## src/rtl/uart_pkg.sv

```systemverilog
// Shared types and constants for the UART baud generator and its configuration path.
package uart_pkg;

    localparam int unsigned DIV_W = 32;

    typedef enum logic [1:0] {
        BCTL_IDLE = 2'd0,
        BCTL_PEND = 2'd1,
        BCTL_SYNC = 2'd2
    } bctl_state_e;

    // Truncating divisor giving `oversample` baud_clk ticks per bit at `baud_rate`.
    function automatic logic [DIV_W-1:0] calc_default_div(
        input int unsigned clk_freq,
        input int unsigned baud_rate,
        input int unsigned oversample
    );
        return DIV_W'(clk_freq / (baud_rate * oversample));
    endfunction

endpackage

```

## src/rtl/uart_baud_ctrl_chk.sv

```systemverilog
// Invariants on the baud controller's output pulses.
module uart_baud_ctrl_chk (
    input logic clk,
    input logic rst,
    input logic cfg_ack,
    input logic div_load,
    input logic busy,
    input logic bit_tick
);

    ack_is_load:   assert property (@(posedge clk) disable iff (rst) cfg_ack == div_load);
    ack_ends_busy: assert property (@(posedge clk) disable iff (rst) cfg_ack |-> !busy);
    ack_is_pulse:  assert property (@(posedge clk) disable iff (rst) cfg_ack |=> !cfg_ack);
    tick_is_pulse: assert property (@(posedge clk) disable iff (rst) bit_tick |=> !bit_tick);

endmodule

```

## src/rtl/uart_tick_div.sv

```systemverilog
// Divides the oversample tick into a bit-rate strobe; a synchronous clear realigns the bit phase.
module uart_tick_div #(
    parameter int unsigned oversample = 16
) (
    input  logic clk,
    input  logic rst,
    input  logic tick,
    input  logic clr,
    output logic bit_tick
);

    localparam int unsigned     PH_W    = (oversample > 1) ? $clog2(oversample) : 1;
    localparam logic [PH_W-1:0] PH_LAST = PH_W'(oversample - 32'd1);

    logic [PH_W-1:0] phase_r;
    logic [PH_W-1:0] phase_nxt_s;
    logic            bit_tick_r;
    logic            bit_tick_nxt_s;

    // Next phase and strobe; a clear outranks a coincident tick, which is then neither counted nor strobed.
    always_comb begin
        phase_nxt_s    = phase_r;
        bit_tick_nxt_s = 1'b0;
        if (clr) begin
            phase_nxt_s = {PH_W{1'b0}};
        end else if (tick) begin
            if (phase_r == PH_LAST) begin
                phase_nxt_s    = {PH_W{1'b0}};
                bit_tick_nxt_s = 1'b1;
            end else begin
                phase_nxt_s = phase_r + PH_W'(1'b1);
            end
        end else begin
            phase_nxt_s = phase_r;
        end
    end

    // Phase and strobe registers.
    always_ff @(posedge clk) begin
        if (rst) begin
            phase_r    <= {PH_W{1'b0}};
            bit_tick_r <= 1'b0;
        end else begin
            phase_r    <= phase_nxt_s;
            bit_tick_r <= bit_tick_nxt_s;
        end
    end

    assign bit_tick = bit_tick_r;

endmodule

```

## src/rtl/uart_baud_ctrl.sv

```systemverilog
// Baud divisor configuration controller: validates divisor writes, defers them until the
// datapaths are idle, applies them on a baud_clk tick and keeps the bit phase aligned.
module uart_baud_ctrl
    import uart_pkg::*;
#(
    parameter int unsigned clk_freq    = 100_000_000,
    parameter int unsigned baud_rate   = 9600,
    parameter int unsigned oversample  = 16,
    parameter int unsigned min_div     = 2,
    parameter int unsigned timeout_cyc = 1_000_000,
    parameter int unsigned default_div = calc_default_div(clk_freq, baud_rate, oversample)
) (
    input  logic             clk,
    input  logic             rst,
    input  logic             cfg_wr,
    input  logic [DIV_W-1:0] cfg_div,
    output logic             cfg_ack,
    output logic             cfg_err,
    output logic             busy,
    input  logic             tx_busy,
    input  logic             rx_busy,
    input  logic             baud_clk,
    output logic [DIV_W-1:0] div_out,
    output logic             div_load,
    output logic             bit_tick
);

    localparam int unsigned      TO_W    = (timeout_cyc > 1) ? $clog2(timeout_cyc) : 1;
    localparam logic [TO_W-1:0]  TO_LAST = TO_W'(timeout_cyc - 32'd1);
    localparam logic [DIV_W-1:0] MIN_DIV = DIV_W'(min_div);
    localparam logic [DIV_W-1:0] DEF_DIV = DIV_W'(default_div);

    bctl_state_e      state_r;
    bctl_state_e      state_nxt_s;
    logic [DIV_W-1:0] shadow_r;
    logic [DIV_W-1:0] shadow_nxt_s;
    logic [TO_W-1:0]  to_cnt_r;
    logic [TO_W-1:0]  to_cnt_nxt_s;
    logic [DIV_W-1:0] div_out_r;
    logic [DIV_W-1:0] div_out_nxt_s;
    logic             reject_s;
    logic             abort_s;
    logic             apply_s;
    logic             cfg_ack_r;
    logic             cfg_err_r;
    logic             busy_r;
    logic             div_load_r;

    // Update sequencing; any write arriving while an update is pending is refused without disturbing it.
    always_comb begin
        state_nxt_s   = state_r;
        shadow_nxt_s  = shadow_r;
        to_cnt_nxt_s  = to_cnt_r;
        div_out_nxt_s = div_out_r;
        reject_s      = 1'b0;
        abort_s       = 1'b0;
        apply_s       = 1'b0;
        case (state_r)
            BCTL_IDLE: begin
                if (cfg_wr) begin
                    if (cfg_div < MIN_DIV) begin
                        reject_s = 1'b1;
                    end else begin
                        shadow_nxt_s = cfg_div;
                        to_cnt_nxt_s = {TO_W{1'b0}};
                        state_nxt_s  = BCTL_PEND;
                    end
                end else begin
                    state_nxt_s = BCTL_IDLE;
                end
            end
            BCTL_PEND: begin
                reject_s = cfg_wr;
                if (!tx_busy && !rx_busy) begin
                    state_nxt_s = BCTL_SYNC;
                end else if (to_cnt_r == TO_LAST) begin
                    abort_s      = 1'b1;
                    shadow_nxt_s = {DIV_W{1'b0}};
                    state_nxt_s  = BCTL_IDLE;
                end else begin
                    to_cnt_nxt_s = to_cnt_r + TO_W'(1'b1);
                end
            end
            BCTL_SYNC: begin
                // A frame starting before the tick sends us back to waiting; the timeout keeps running.
                reject_s = cfg_wr;
                if (tx_busy || rx_busy) begin
                    state_nxt_s = BCTL_PEND;
                end else if (baud_clk) begin
                    apply_s       = 1'b1;
                    div_out_nxt_s = shadow_r;
                    state_nxt_s   = BCTL_IDLE;
                end else begin
                    state_nxt_s = BCTL_SYNC;
                end
            end
            default: begin
                state_nxt_s  = BCTL_IDLE;
                shadow_nxt_s = {DIV_W{1'b0}};
                to_cnt_nxt_s = {TO_W{1'b0}};
            end
        endcase
    end

    // State, shadow and registered output stage.
    always_ff @(posedge clk) begin
        if (rst) begin
            state_r    <= BCTL_IDLE;
            shadow_r   <= {DIV_W{1'b0}};
            to_cnt_r   <= {TO_W{1'b0}};
            div_out_r  <= DEF_DIV;
            cfg_ack_r  <= 1'b0;
            cfg_err_r  <= 1'b0;
            busy_r     <= 1'b0;
            div_load_r <= 1'b0;
        end else begin
            state_r    <= state_nxt_s;
            shadow_r   <= shadow_nxt_s;
            to_cnt_r   <= to_cnt_nxt_s;
            div_out_r  <= div_out_nxt_s;
            cfg_ack_r  <= apply_s;
            cfg_err_r  <= reject_s | abort_s;
            busy_r     <= (state_nxt_s != BCTL_IDLE);
            div_load_r <= apply_s;
        end
    end

    uart_tick_div #(
        .oversample (oversample)
    ) u_tick_div (
        .clk      (clk),
        .rst      (rst),
        .tick     (baud_clk),
        .clr      (apply_s),
        .bit_tick (bit_tick)
    );

    uart_baud_ctrl_chk u_chk (
        .clk      (clk),
        .rst      (rst),
        .cfg_ack  (cfg_ack_r),
        .div_load (div_load_r),
        .busy     (busy_r),
        .bit_tick (bit_tick)
    );

    assign cfg_ack  = cfg_ack_r;
    assign cfg_err  = cfg_err_r;
    assign busy     = busy_r;
    assign div_out  = div_out_r;
    assign div_load = div_load_r;

endmodule

```

## config.mk

```make
export PLATFORM = sky130hd
export DESIGN_NAME = uart_baud_ctrl
export DESIGN_NICKNAME = d
export VERILOG_FILES = /design/src/rtl/uart_pkg.sv /design/src/rtl/uart_baud_ctrl_chk.sv /design/src/rtl/uart_tick_div.sv /design/src/rtl/uart_baud_ctrl.sv
export SDC_FILE = /design/constraint.sdc
export NUM_CORES = 1
export LEC_CHECK = 0
export BUFFER_PORTS_ARGS = -buffer_cell sky130_fd_sc_hd__buf_2
export CORE_AREA = 2 2 88 90
export CTS_CLUSTER_DIAMETER = 50
export DETAILED_ROUTE_END_ITERATION = 16
export DIE_AREA = 0 0 90 92
export GPL_ROUTABILITY_DRIVEN = 0
export HOLD_SLACK_MARGIN = 0.02
export PLACE_DENSITY_LB_ADDON = 0.2
export SLEW_MARGIN = 30
export SYNTH_ARGS = -nofsm -noshare
export SYNTH_HDL_FRONTEND = slang
export SYNTH_SLANG_ARGS = --single-unit
```

## constraint.sdc

```tcl
create_clock -name clk -period 2.75 [get_ports clk]
set_input_delay 0.55 -clock clk [delete_from_list [all_inputs] [get_ports clk]]
set_output_delay 0.55 -clock clk [all_outputs]
set_load 0.1 [all_outputs]
```

======== Word level (Yosys, flattened, before mapping) ========
Index checks and enable logic that the tools add are counted.
storage, ports and cells
  bits in registers ....................... 94
  bits of input ports ..................... 38
  output and inout bits ................... 37
  logic and storage cells ................. 65
cells by class
  add/sub/neg operators ................... 2
  magnitude comparators ................... 1
  equal/unequal tests ..................... 9
  muxes and demuxes ....................... 28
  bitwise operators ....................... 4
  reduce and logical (&&, ||, !) cells .... 12
operators with widths
  kind                                                  number
  two-way mux 32 bit                                    4
  case mux 32 bit (3 select lines)                      1
  two-way mux 20 bit                                    4
  case mux 20 bit (3 select lines)                      1
  < comparator 32 x 2 -> 1 bit (second input constant)  1
  adder 20 x 1 -> 20 bit (second input constant)        1
  == test 20 bit (second input constant)                1
  two-way mux 2 bit                                     6
  != test 2 bit (second input constant)                 5
  AND reduction 5 bit                                   2
  two-way mux 1 bit                                     9
  case mux 2 bit (3 select lines)                       1
  adder 4 x 1 -> 4 bit (second input constant)          1
  == test 4 bit (second input constant)                 1
  two-way mux 4 bit                                     1
  OR reduction 2 bit                                    2
  NOT 1 bit                                             3
  AND reduction 3 bit                                   1
  OR reduction 3 bit                                    1
  == test 2 x 1 -> 1 bit (second input constant)        1
  == test 2 bit (second input constant)                 1
  zero test 1 bit                                       2
  zero test 2 bit                                       1
  case mux 1 bit (2 select lines)                       1
  4 further kinds                                       4

======== Longest topological paths before layout ========
Gate-level depths: netlist (run 1).
  depth after elaboration ................. 5
  gate-level depth with buffers ........... 11
  mapped depth without buffers ............ 8

======== Hierarchy ========
A second synthesis (run 1) with hierarchy kept.
second synthesis, totals
  cell total of the unflattened synthesis .. 490
  area, all modules ....................... 4,116.4 um2
by module, submodules not included
  module          instances  cells each  area each (um2)
  uart_baud_ctrl  1          467         3,886.2
  uart_tick_div   1          23          230.2

======== Least setup slack after synthesis (run 1) ========
OpenSTA, ideal clock, no wires.
  path type ............................... register to register
  start ................................... reg state_r[0]
  end ..................................... reg to_cnt_r[3]
  arrival time ............................ 2,069 ps
  required time ........................... 2,680 ps
  path slack .............................. 611 ps
  cell stages (with the launch flop) ...... 10
  buffers on the path ..................... 1
  period minus slack after synthesis ...... 2,139 ps
  cell sequence ........................... dfxtp_1 -> inv_1 -> ha_1 -> buf_6 -> nor2b_4 -> a211oi_4 -> o31ai_4 -> or2_1 -> or3_1 -> a21oi_1
between the ends
  cells in the longest elaborated chain, start to end .. 3
  elaborated cells on any way between the ends .. 10
RTL lines
  item                                                                line                   source
  start: declaration                                                  uart_baud_ctrl.sv:33   bctl_state_e state_r;
  start signal: assignment                                            uart_baud_ctrl.sv:117  state_r <= state_nxt_s;
  == test 2 x 1 -> 1 bit, or another cell as far along                uart_baud_ctrl.sv:58   case (state_r)
  != test 2 bit (no source line) / NOT 1 bit (equally long branches)  --
  AND reduction 5 bit (no source line)                                --
  end signal: assignment                                              uart_baud_ctrl.sv:110  to_cnt_r <= {TO_W{1'b0}};
  end signal: assignment                                              uart_baud_ctrl.sv:119  to_cnt_r <= to_cnt_nxt_s;
  end: declaration                                                    uart_baud_ctrl.sv:37   logic [TO_W-1:0] to_cnt_r;
Several ways; a longest one is shown, not always the timed one.
A chain may end at the register's enable or synchronous reset.

======== Worst setup path after layout (run 1) ========
  start ................................... reg state_r[1]
  end ..................................... reg to_cnt_r[14]
The elaborated chain is that of the path after synthesis.

==> results of run 1 <==
[synth_stat cells (all sizes together)]
cell type | n | share of area
xnor2 | 14 | 0.031
nor3 | 13 | 0.017
nand2b | 1 | 0.0016
nand2 | 108 | 0.10
o31ai | 1 | 0.0054
or3 | 4 | 0.0064
nor4 | 16 | 0.029
o22ai | 1 | 0.0016
nand4 | 5 | 0.0080
a311oi | 1 | 0.0022
or2 | 4 | 0.0064
a211oi | 1 | 0.0051
clkbuf | 18 | 0.017
nor2b | 2 | 0.0051
or3b | 1 | 0.0022
o21ai | 5 | 0.0064
inv | 7 | 0.0067
o31a | 1 | 0.0022
ha | 6 | 0.019
dfxtp | 94 | 0.48
xor2 | 1 | 0.0022
and4 | 3 | 0.0067
a21oi | 68 | 0.087
a211o | 1 | 0.0022
nor2 | 24 | 0.023
nand3b | 7 | 0.013
and3 | 5 | 0.0080
nand3 | 43 | 0.058
a31oi | 1 | 0.0016
nor4b | 3 | 0.011
buf | 14 | 0.021
mux2i | 4 | 0.010
a41oi | 1 | 0.0022
[worst max-delay path by stage]
stage	cells after the start	start	endpoint	slack [ps]
3_5_place_dp	7	cfg_div[21]	to_cnt_r[16]	160
6_report	9	state_r[1]	to_cnt_r[14]	410
4_1_cts	9	state_r[0]	to_cnt_r[12]	420
3_3_place_gp	7	cfg_div[21]	to_cnt_r[4]	190
2_1_floorplan	9	state_r[0]	to_cnt_r[3]	610
5_1_grt	9	state_r[0]	to_cnt_r[14]	250
[flip-flops by register name, summed over array words and instances (netlist names)]
name                 flops
div_out                 32
u_tick_div.bit_tick      1
busy                     1
to_cnt_r                20
state_r                  2
div_load                 1
cfg_err                  1
u_tick_div.phase_r       4
shadow_r                32
[kinds of logic (layout without fill, tap and decap cells)]
group | Yosys count | after routing | synth area share
compound gates | 81 | 81 | 0.116
xor+xnor | 15 | 15 | 0.0334
buf+inv | 39 | 108 | 0.0452
fa+ha+maj | 6 | 6 | 0.0191
mux | 4 | 4 | 0.0102
simple gates | 239 | 239 | 0.298
flops | 94 | 94 | 0.479
[where the power goes]
part / switching [W] / internal [W] / total, W / leakage, nW
Clock: 0.000510 / 0.000343 / 0.000854 / 0.0854
Combinational: 0.000177 / 0.0000996 / 0.000277 / 0.903
Sequential: 0.0000280 / 0.00141 / 0.00144 / 0.763
[through the flow]
| stage | instance area [um^2] | power (W) | hold WS (ps) | std cells | setup WS [ps] |
|---|---|---|---|---|---|
| 6_report | 4560 | 0.00257 | 455 | 649 | 409 |
| 5_1_grt | 4560 | 0.00267 | 460 | 649 | 245 |
| 4_1_cts | 4560 | 0.00259 | 444 | 649 | 417 |
| 3_5_place_dp | 4380 | 0.00174 | 444 | 633 | 157 |
| 3_3_place_gp | 4380 | 0.00174 | 440 | 633 | 185 |
| 2_1_floorplan | 3930 | 0.00166 | 432 | 478 | 611 |
[area by class of cell]
type	instances	area [um^2]	share of cell area
clock buffer	10	128	0.0280
clock inverter	6	52.6	0.0115
inverter	7	26.3	0.00576
multi-input combinational	345	1880	0.412
sequential	94	1880	0.413
tap	102	128	0.0280
timing repair buffer	85	465	0.102
[per-layer routing]
| metal | GRT usage | share of wire |
|---|---|---|
| met2 | 0.345 | 0.47 |
| met4 | 0.103 | 0.018 |
| met3 | 0.0304 | 0.057 |
| met1 | 0.293 | 0.46 |
| met5 | 0 | 0 |
[worst min-delay path, cell delays in order (launching register included)]
cell	delay [ps]
dfxtp_1	320
nand2_1	50
a21oi_1	50
==> summary by stage, run 1 <==
Power and ir drop
The worst-case IR drop observed on VDD is 0.310 mV. Dividing total power by cell area gives a power density of between 500 and 600 nW/um^2. For this design the static power due to leakage is ~1.8 nW.

Min path
The worst-case hold path end point is div_out[2]. The startpoint of the most critical hold path is div_out[2]. The hold path depth is 2. The worst min-delay path category is reg2reg.

STA
The transition time at the pin with the least slew margin is 703 ps. The portion of the clock cycle consumed by the worst path in the final layout is 0.851. The final count of hold timing violations is 0. Based on the critical path, the design can be clocked at up to 427 MHz.

The total negative slack is 0 ps. On the final layout, the worst clock skew is 12.8 ps. The time the worst path needs with I/O delays and setup is 2340 ps. The max-slew violation count is 0. The count of endpoints failing setup in the final report is 0.

Setup repair after global routing left no endpoint under its margin. The headroom to the max-slew limit is 0.530.

Job
The max-cap violation count is 0.

Routing
The number of detailed-routing iterations run before antenna repair is 4. Dividing the detail-routed wire length by the instance count gives approximately 14 um. The detail route stage leaves a number of antenna-violating nets equal to 0. Across all layers, the routed design uses 3477 vias. The total wirelength of the detailed-routed design is 8.82 mm. For this run, design rule violations remaining after detail routing come to 0. The number of design-rule violations left by the first detailed-router iteration is 175.

The via count normalized by instance count is 5.36.

Critical path
The required time of the critical path is 3020 ps. The buffers plus inverters on the worst setup path is 2. The kind of end point of the critical path is a register.

For flop-to-flop paths, the worst setup slack is just over 400 ps. The number of cells traversed by the worst register-to-register path is 9. The maximum cell stage delay along the critical path is roughly 440 ps. For the worst setup path, the data arrival time is 2610 ps. Among all stages on the critical path, the largest delay is contributed by nor4b_4. In this run the critical register-to-register path is launched from state_r[1]. The kind of critical path is reg2reg.

The startpoint type of the worst setup path is a register. The highest fanout seen on the critical path is 5. Walking the worst path, the cells encountered are inv_1, ha_1, nor2b_4, a211oi_4, o31ai_4, buf_4, nor4b_4, mux2i_1, nor4_1.

The endpoint identified for the worst register-to-register timing path is to_cnt_r[14]. The category of cells accounting for the largest share of critical-path delay is simple AND/OR/NAND/NOR gates.

CTS
The clock net in this run drives a total of 94 sinks. The clock buffer count from CTS is 9. The root buffer cell chosen for the clock tree is clkbuf_8. TritonCTS built the clock tree. Buffers inserted to repair hold after CTS numbered 0. Counting along the longest clock path gives a buffer depth of 2.

The clock-pin slew of the registers on the worst-case setup and hold paths is 100 ps. Post-CTS timing repair inserted 0 buffers for setup. In this run the number of H-tree levels came out at 3.

The number of instances resized during post-cts repair is 0. The source-to-sink clock delay at the later pin of the worst-skew pair is 370 ps.

Global routing
The largest net degree at the start of global routing is 64. The initial antenna violation count is 0. The global-route congestion overflow total is 0. Across every metal layer, demand over resource in global routing totals 0.217. The via count of the first global-routing pass is around 3.1k. The first-pass GRT wire length is between 10 and 15 mm.

Floorplan
The die area is 8280 um^2. The die is 92 um tall. The starting utilization of the core area is 0.528. The area of the core region is 7450 um^2.

During I/O placement, the number of pins put on the boundary was 75. The floorplan has 32 rows. The width of the die is 90 um.

Cells and area
The leading cell type in the layout, fill and taps excluded is nand2_1. The final-stage net count is 586. 0 antenna diodes ended up in the layout.

The layout-stage area growth over the synthesis result is 16.0%. The count of filler cells inserted in the layout is 714. The library cells used most frequently in the layout, excluding fill and tap cells, are nand2_1, dfxtp_1, buf_2, a21oi_1, nand3_1.

In the final layout, the share of cells above drive strength 1 is 0.196. Once layout is complete, the utilization of the core stands at 0.612.

Outcome
The run finished with clean final reports.

Yosys
The average instance in the mapped netlist occupies 8.22 um^2. The number of standard cells after synthesis is 478. The part of the Yosys area used for sequential elements is 0.479. Counting distinct cell types in the post-synthesis netlist gives just over 40.

After synthesis the cells add up to 3930 um^2. Counting every net in the synthesized netlist gives 522. The synthesized design contains 94 register bits. The count of synthesis-stage warnings from yosys is 0.

Place
The number of port buffers is 74. After legalization and detailed placement, the total HPWL measured 6.18 mm.
No activity file was read; power rests on OpenSTA's default activity.
==> run 2, diff against run 1 <==
--- a/config.mk
+++ b/config.mk
@@ -6,14 +6,15 @@
 export NUM_CORES = 1
 export LEC_CHECK = 0
 export BUFFER_PORTS_ARGS = -buffer_cell sky130_fd_sc_hd__buf_2
-export CORE_AREA = 2 2 88 90
+export CORE_AREA = 2 2 90 92
 export CTS_CLUSTER_DIAMETER = 50
 export DETAILED_ROUTE_END_ITERATION = 16
-export DIE_AREA = 0 0 90 92
+export DIE_AREA = 0 0 92 94
 export GPL_ROUTABILITY_DRIVEN = 0
 export HOLD_SLACK_MARGIN = 0.02
 export PLACE_DENSITY_LB_ADDON = 0.2
 export SLEW_MARGIN = 30
 export SYNTH_ARGS = -nofsm -noshare
 export SYNTH_HDL_FRONTEND = slang
+export SYNTH_HIERARCHICAL = 1
 export SYNTH_SLANG_ARGS = --single-unit
==> summary by stage, run 2 <==
Yosys
The number of register bits inferred by synthesis is 94 (unchanged). The post-synthesis average cell area is 8.40 um^2 (+2.1%). The total nets after synthesis is 534 (+2.3%). The area share of fa/ha/maj cells after synthesis is 0.0182 (-0.000859).

The number of enable flip-flop cells after synthesis is 0 (unchanged). The compound-cell area share of the yosys netlist is 0.209 (+0.0933). After synthesis, the largest family of logic cells by area is simple AND/OR/NAND/NOR gates.

Summed over all instances, the cell type with the most area after synthesis is dfxtp_1. In the synthesized netlist the dominant register cell turns out to be dfxtp_1. The async set-reset flop share out of synthesis was 0 (unchanged). The multiplexer share of the synthesized area came to 0.00243 (-0.00775). The simple-gate share of the synthesized area is 0.252 (-0.0456). By count the netlist is led by dfxtp_1, a21oi_1, nand2_1, nand4_1, o21ai_0. The post-synth design cell area is 4120 um^2 (+4.7%). The portion of synthesized cell area occupied by the leading cell type is 0.457 (-0.0215). The part of the Yosys area used for sequential elements came to 0.457 (-0.0215).

The count of synthesis-stage warnings from yosys is 6 (+6). The most frequent cell after synthesis is dfxtp_1. The count of cell types in the netlist is 51 (+24%). The number of standard cells after synthesis is 490 (+2.5%). The xor/xnor cell area share of the yosys netlist is 0.00213 (-0.0313). By area the synthesized netlist is led by dfxtp_1, a21oi_1, nand2_1.

Global routing
The largest net degree at the start of global routing is 62 (-3.1%). The global-route met3 utilization is 0.0522 (+0.0218). The met2 usage came to 0.407 (+0.0623). The overall track demand over capacity in global routing is 0.246 (+0.0293). The global-route congestion overflow total is 0 (unchanged).

The met1 usage was 0.330 (+0.0367). The initial antenna violation count is 0 (unchanged). The layer flagged by global routing as most heavily used is met2. The via count of the first global-routing pass is 3692 (+18%). The first-pass GRT wire length is 17.4 mm (+18%).

STA
The portion of the clock cycle consumed by the worst path in the final layout was 0.878 (+0.0270). The max-slew violation count was 0 (unchanged). The maximum clock frequency came to 414 MHz (-3.1%). The time the worst path needs with I/O delays and setup was 2420 ps (+74.4 ps). The transition time at the pin with the least slew margin is 688 ps (-14.9 ps). The final worst clock skew is 15.1 ps (+2.29 ps). The headroom to the max-slew limit was 0.540 (+0.00960). Setup repair after global routing left no endpoint under its margin. The count of endpoints failing setup in the final report came to 0 (unchanged).

The total negative slack is 0 ps (unchanged). The worst setup slack after layout is 334 ps (-74.4 ps). The final count of hold timing violations came to 0 (unchanged).

Cells and area
The leading cell type in the layout, fill and taps excluded is dfxtp_1. The non-filler instance count after layout is 652 (+0.46%). The count of filler cells inserted in the layout is 718 (+0.56%).

The fraction of layout instances using a drive strength above 1 was 0.204 (+0.00802). The register area is 1880 um^2 (unchanged). The final-stage net count is 589 (+0.51%).

Leaving out fill and tap cells, the most frequent cells in the layout are dfxtp_1, a21oi_1, nand2_1, buf_2, nand4_1. The number of antenna diodes is 0 (unchanged). Relative to the synthesized area, the layout overhead comes to 15.1%. The area used by multi-input combinational logic is 2010 um^2 (+6.8%).

CTS
The number of setup buffers added after CTS came to 0 (unchanged). The maximum number of buffers from clock root to sink is 2 (unchanged). The total of hold buffers inserted after clock tree synthesis was 0 (unchanged). The number of H-tree levels is 3 (unchanged). The clock-pin slew of the registers on the worst-case setup and hold paths came to 100 ps (about the same).

The clock buffer count from CTS is 9 (unchanged). The cell sitting at the root of the clock tree is a clkbuf_8. The source-to-sink clock delay at the later pin of the worst-skew pair is 360 ps (about the same). The TritonCTS clock tree is yes. The clock sink count was 94 (unchanged). The number of instances resized during post-cts repair came to 0 (unchanged).

Floorplan
The width of the die came to 92 um (+2.2%). The area of the core region was 7610 um^2 (+2.2%). The starting utilization of the core area is 0.541 (+0.0132). The number of standard-cell rows in the floorplan came to 32 (unchanged). The die area is 8650 um^2 (+4.4%).

The die boundary height is 94 um (+2.2%). The I/O pin count is 75 (unchanged).

Place
The instance count after placement with tap cells included is 636 (+0.47%). The placed wire-length estimate after detailed placement was 6.71 mm (+8.5%). The number of port buffers is 74 (unchanged). The worst setup slack after placement is 372 ps (+215 ps).

Critical path
The category of cells accounting for the largest share of critical-path delay is compound AO/OA/AOI/OAI gates. The worst setup path is captured at a register. The maximum cell stage delay along the critical path is 520 ps (+80 ps). The required time of the critical path is 3040 ps (+20 ps).

The master of the slowest instance on the critical path is or4_1. The signal arrival time at the worst endpoint was 2710 ps (+100 ps). The highest fanout seen on the critical path is 61 (+56).

The worst setup path is launched from a register. The kind of critical path is reg2reg. The buffers plus inverters on the worst setup path was 2 (unchanged). The critical path goes through inv_1, ha_1, nor2b_4, a211oi_4, o31ai_4, buf_12, or4_1, a21oi_1.

Job
The max-cap violation count is 0 (unchanged).

Routing
The routed wire length per instance was 15.6 um (+15%). The post-detailed-route count of antenna-violating nets is 0 (unchanged). The total wirelength of the detailed-routed design is 10.2 mm (+16%). The via count normalized by instance count is 6.06 (+13%). The detailed-route via count came to 3952 (+14%). The number of design-rule violations left by the first detailed-router iteration is 178 (+1.7%). The number of remaining DRC errors is 0 (unchanged). The number of detailed-routing iterations run before antenna repair was 5 (+1).

Power and ir drop
The internal power is 0.00196 W (+6.0%). The ratio of total power to cell area is 570 nW/um^2 (+1.3%). The part of the power in combinational logic is 0.110 (+0.002).

The part of the power in the clock network is 0.361 (+0.028). The power share of the sequential group came to 0.530 (-0.030). The net switching fraction of the power is 0.273 (-0.00529).

The maximum vdd ir drop is 0.358 mV (+16%). The static leakage power is 1.74 nW (-0.71%). The net switching power figure is 0.000739 W (+3.2%).

Outcome
The flow ran to the end, and the final reports show no timing, DRC or antenna violations.

Min path
In this run the worst hold path is classified as reg2reg.
## run 2: cell types whose count changed after synthesis, moves of 4 or more
cell	change
nand2_1	-33
nand4_1	+35
or4_1	+17
or2_1	-4
nand3_1	-31
clkbuf_1	+6
nor3_1	-6
xnor2_1	-14
o21ai_0	+31
o31ai_1	+16
nor4_1	-7
buf_4	+4
a21oi_1	+11
nor2_1	-17
## run 2: path summary, 6_finish.rpt
path	depth (start not counted)	slack, ps	to	start
worst max register to register	8	330	to_cnt_r[15]	state_r[0]
worst min-delay path	2	450	div_out[20]	shadow_r[20]
worst max-delay path	8	330	to_cnt_r[15]	state_r[0]
worst min register to register	2	450	div_out[20]	shadow_r[20]
## run 2: power groups by stage
| stage | Sequential [W] | Combinational (W) | Clock (W) |
|---|---|---|---|
| final | 0.00143 | 0.000296 | 0.000975 |
| after global routing | 0.00144 | 0.000324 | 0.00104 |
| after CTS | 0.00143 | 0.000294 | 0.000988 |
| after detailed placement | 0.00146 | 0.000292 | 0 |
| after global placement | 0.00146 | 0.000283 | 0 |
| after floorplan | 0.00147 | 0.000190 | 0 |
## run 2: metrics by stage
step	instance area, um^2	hold WS (ps)	total power (W)	utilization
final	4740	451	0.00270	0.623
after global routing	4740	454	0.00280	0.623
after CTS	4740	444	0.00271	0.623
after detailed placement	4530	440	0.00175	0.595
after global placement	4530	436	0.00174	0.595
after floorplan	4120	428	0.00166	-
## run 2: worst min-delay path, cell delays in order, from the launching register on
cell	delay, ps
dfxtp_1	320
nand2_1	50
a21oi_1	50
## run 2: metal layers
layer | vias up | share of wire | wire length [um]
met5 | - | 0 | 0
met4 | 0 | 0.015 | 149
met3 | 18 | 0.065 | 659
met2 | 138 | 0.47 | 4820
met1 | 1879 | 0.45 | 4570
li1 | 1917 | - | -
## run 2: kinds of logic (layout without fill, tap and decap cells)
logic type                 count (synthesis)  count (layout)
muxes                                      1               1
adders and majority gates                  6               6
buffers and inverters                     49             109
xor gates and xnor gates                   1               1
DFF                                       94              94
AOI/OAI and AO/OA                        149             149
and+or+nand+nor                          190             190
## run 2: layout make-up
class                           instances  area share
Sequential cell                        94       0.397
Tap cell                              102      0.0269
Clock inverter                          6      0.0156
Timing Repair Buffer                   86       0.102
Clock buffer                           10      0.0290
Multi-Input combinational cell        347       0.423
Inverter                                7     0.00554
==> run 3, diff against run 2 <==
--- a/config.mk
+++ b/config.mk
@@ -5,11 +5,14 @@
 export SDC_FILE = /design/constraint.sdc
 export NUM_CORES = 1
 export LEC_CHECK = 0
+export ABC_CLOCK_PERIOD_IN_PS = 2750
 export BUFFER_PORTS_ARGS = -buffer_cell sky130_fd_sc_hd__buf_2
-export CORE_AREA = 2 2 90 92
+export CELL_PAD_IN_SITES_DETAIL_PLACEMENT = 0
+export CELL_PAD_IN_SITES_GLOBAL_PLACEMENT = 1
+export CORE_AREA = 2 2 104 106
 export CTS_CLUSTER_DIAMETER = 50
 export DETAILED_ROUTE_END_ITERATION = 16
-export DIE_AREA = 0 0 92 94
+export DIE_AREA = 0 0 106 108
 export GPL_ROUTABILITY_DRIVEN = 0
 export HOLD_SLACK_MARGIN = 0.02
 export PLACE_DENSITY_LB_ADDON = 0.2
==> summary by stage, run 3 (synthesis gave the netlist of run 2 again) <==
Outcome
The flow ran to the end, and the final reports show no timing, DRC or antenna violations.

Floorplan
The die boundary height is 108 um (+15%). The die area is 11400 um^2 (+32%). The starting utilization of the core area is 0.402 (-0.139). The I/O pin count is 75 (unchanged).

The width of the die came to 106 um (+15%). The number of standard-cell rows in the floorplan is 37 (+16%). The area of the core region came to 10200 um^2 (+34%).

Routing
The post-detailed-route count of antenna-violating nets is 0 (unchanged). The routed wire length per instance came to 15.3 um (-1.9%). The number of remaining DRC errors is 0 (unchanged). The detailed-route via count came to 3824 (-3.2%).

The via count normalized by instance count is 5.54 (-8.6%). The total wirelength of the detailed-routed design is 10.6 mm (+3.9%). The number of detailed-routing iterations run before antenna repair was 4 (-1). The number of design-rule violations left by the first detailed-router iteration is 179 (+0.56%).

Critical path
In this run the critical register-to-register path is launched from state_r[0]. The number of cells traversed by the worst register-to-register path is 7 (-1). The signal arrival time at the worst endpoint was 2610 ps (-100 ps). The reg-to-reg endpoint is to_cnt_r[18].

The highest fanout seen on the critical path was 19 (-69%). The worst setup path is captured at a register. STA classifies the critical path startpoint as a register.

The critical path is of the reg2reg type. The required time of the critical path was 3010 ps (-30 ps). The register-to-register setup slack was 400 ps (+70 ps).

Global routing
The first-pass GRT wire length is 17.3 mm (-0.24%). The via count of the first global-routing pass came to 3641 (-1.4%). The largest net degree at the start of global routing is 76 (+23%).

The global-route congestion overflow total is 0 (unchanged). The overall track demand over capacity in global routing is 0.188 (-0.0585). The initial antenna violation count is 0 (unchanged).

Power and ir drop
The part of the power in the clock network is 0.332 (-0.029). The ratio of total power to cell area is 540 nW/um^2 (-5.3%). The static leakage power was 1.74 nW (+0.20%). The net switching fraction of the power was 0.277 (+0.00382).

The maximum vdd ir drop is 0.296 mV (-17%). The overall power after layout was 0.00258 W (-4.4%). The internal power was 0.00187 W (-4.9%). The part of the power in combinational logic came to 0.115 (+0.005). The net switching power figure was 0.000716 W (-3.1%). The power share of the sequential group was 0.553 (+0.023).

CTS
The TritonCTS clock tree is yes. The clock buffer count from CTS was 9 (unchanged). The number of H-tree levels was 3 (unchanged). The maximum number of buffers from clock root to sink is 2 (unchanged). The total of hold buffers inserted after clock tree synthesis is 0 (unchanged). The clock sink count is 94 (unchanged). The buffer cell driving the clock tree root is clkbuf_8. The clock-pin slew of the registers on the worst-case setup and hold paths is 90 ps (about the same). The source-to-sink clock delay at the later pin of the worst-skew pair is 370 ps (about the same). The number of instances resized during post-cts repair came to 0 (unchanged). The number of setup buffers added after CTS is 0 (unchanged).

STA
The worst hold slack across all endpoints is 443 ps (-7.35 ps). The final worst clock skew is 13.3 ps (-1.84 ps). The total negative slack came to 0 ps (unchanged).

The portion of the clock cycle consumed by the worst path in the final layout is 0.853 (-0.0249). The time the worst path needs with I/O delays and setup was 2350 ps (-68.6 ps). Setup repair after global routing left no endpoint under its margin. The maximum clock frequency was 426 MHz (+2.9%).

The headroom to the max-slew limit is 0.565 (+0.0249). The max-slew violation count came to 0 (unchanged). The transition time at the pin with the least slew margin is 653 ps (-35.2 ps). The count of endpoints failing setup in the final report is 0 (unchanged). The final count of hold timing violations is 0 (unchanged).

Place
The number of port buffers came to 74 (unchanged). The placed wire-length estimate after detailed placement came to 7.17 mm (+6.9%).

Cells and area
The number of antenna diodes is 0 (unchanged). Leaving out fill and tap cells, the most frequent cell in the layout is dfxtp_1. The fraction of the core area covered by cells at the end of the flow is 0.468 (-0.155).

In the layout the commonest cells are dfxtp_1, a21oi_1, nand2_1, buf_2, nand4_1. The final-stage net count is 593 (+0.68%). Compared with the post-synthesis result, the final layout area differs by 16.2%. The fraction of layout instances using a drive strength above 1 is 0.208 (+0.00394).

Min path
In this run the most critical hold path is launched from shadow_r[15]. The worst-case hold path end point is div_out[15]. The tightest min-delay check is of the reg2reg type.

The hold path depth is 2 (unchanged).

Job
The max-cap violation count is 0 (unchanged).
==> run 3: changes by cell type in the layout (fill, tap and decap cells not counted) <==
cell       before  now
buf_4          10   14
inv_8           1    0
clkbuf_1        0    1
clkinv_4        0    1
bufinv_16       1    0
==> run 3: power by group through the flow <==
stage	sequential (W)	combinational (W)	clock, W
2_1_floorplan	0.00147	0.000190	0
3_3_place_gp	0.00146	0.000296	0
3_5_place_dp	0.00146	0.000298	0
4_1_cts	0.00143	0.000299	0.000887
5_1_grt	0.00143	0.000328	0.000941
6_report	0.00143	0.000296	0.000858
==> run 3: layout make-up <==
| cell class | instances | area [um^2] |
|---|---|---|
| Multi-Input combinational cell | 347 | 2010 |
| Clock buffer | 11 | 141 |
| Tap cell | 136 | 170 |
| Clock inverter | 5 | 41.3 |
| Sequential cell | 94 | 1880 |
| Timing Repair Buffer | 90 | 515 |
| Fill cell | 1062 | 5450 |
| Inverter | 7 | 26.3 |
==> run 3: metrics by stage <==
| stage | worst slack, ps | instances | area, um^2 |
|---|---|---|---|
| after floorplan | 594 | 490 | 4120 |
| after global placement | 376 | 674 | 4600 |
| after detailed placement | 316 | 674 | 4600 |
| after CTS | 362 | 690 | 4780 |
| after global routing | 212 | 690 | 4780 |
| final | 403 | 690 | 4780 |
==> run 3: worst max-delay path by stage <==
| stage | startpoint | slack (ps) | end |
|---|---|---|---|
| 3_3_place_gp | cfg_div[16] | 380 | to_cnt_r[18] |
| 3_5_place_dp | cfg_div[16] | 320 | to_cnt_r[18] |
| 4_1_cts | state_r[0] | 360 | to_cnt_r[18] |
| 5_1_grt | state_r[1] | 210 | to_cnt_r[18] |
| 6_report | state_r[0] | 400 | to_cnt_r[18] |
| 2_1_floorplan | state_r[0] | 590 | to_cnt_r[10] |
==> run 3: critical path: stages, from the launching register on <==
cell      delay, ps
dfxtp_1         400
inv_1           100
ha_1            220
nor2b_4         140
a211oi_4        370
o31a_1          220
a21o_1          550
o21ba_2         250
==> run 3: layer usage <==
| layer | vias up | track usage | wire (um) |
|---|---|---|---|
| met5 | - | 0 | 0 |
| met4 | 0 | 0.0602 | 163 |
| met3 | 14 | 0.0416 | 532 |
| met2 | 85 | 0.326 | 5060 |
| met1 | 1799 | 0.232 | 4830 |
| li1 | 1926 | - | - |
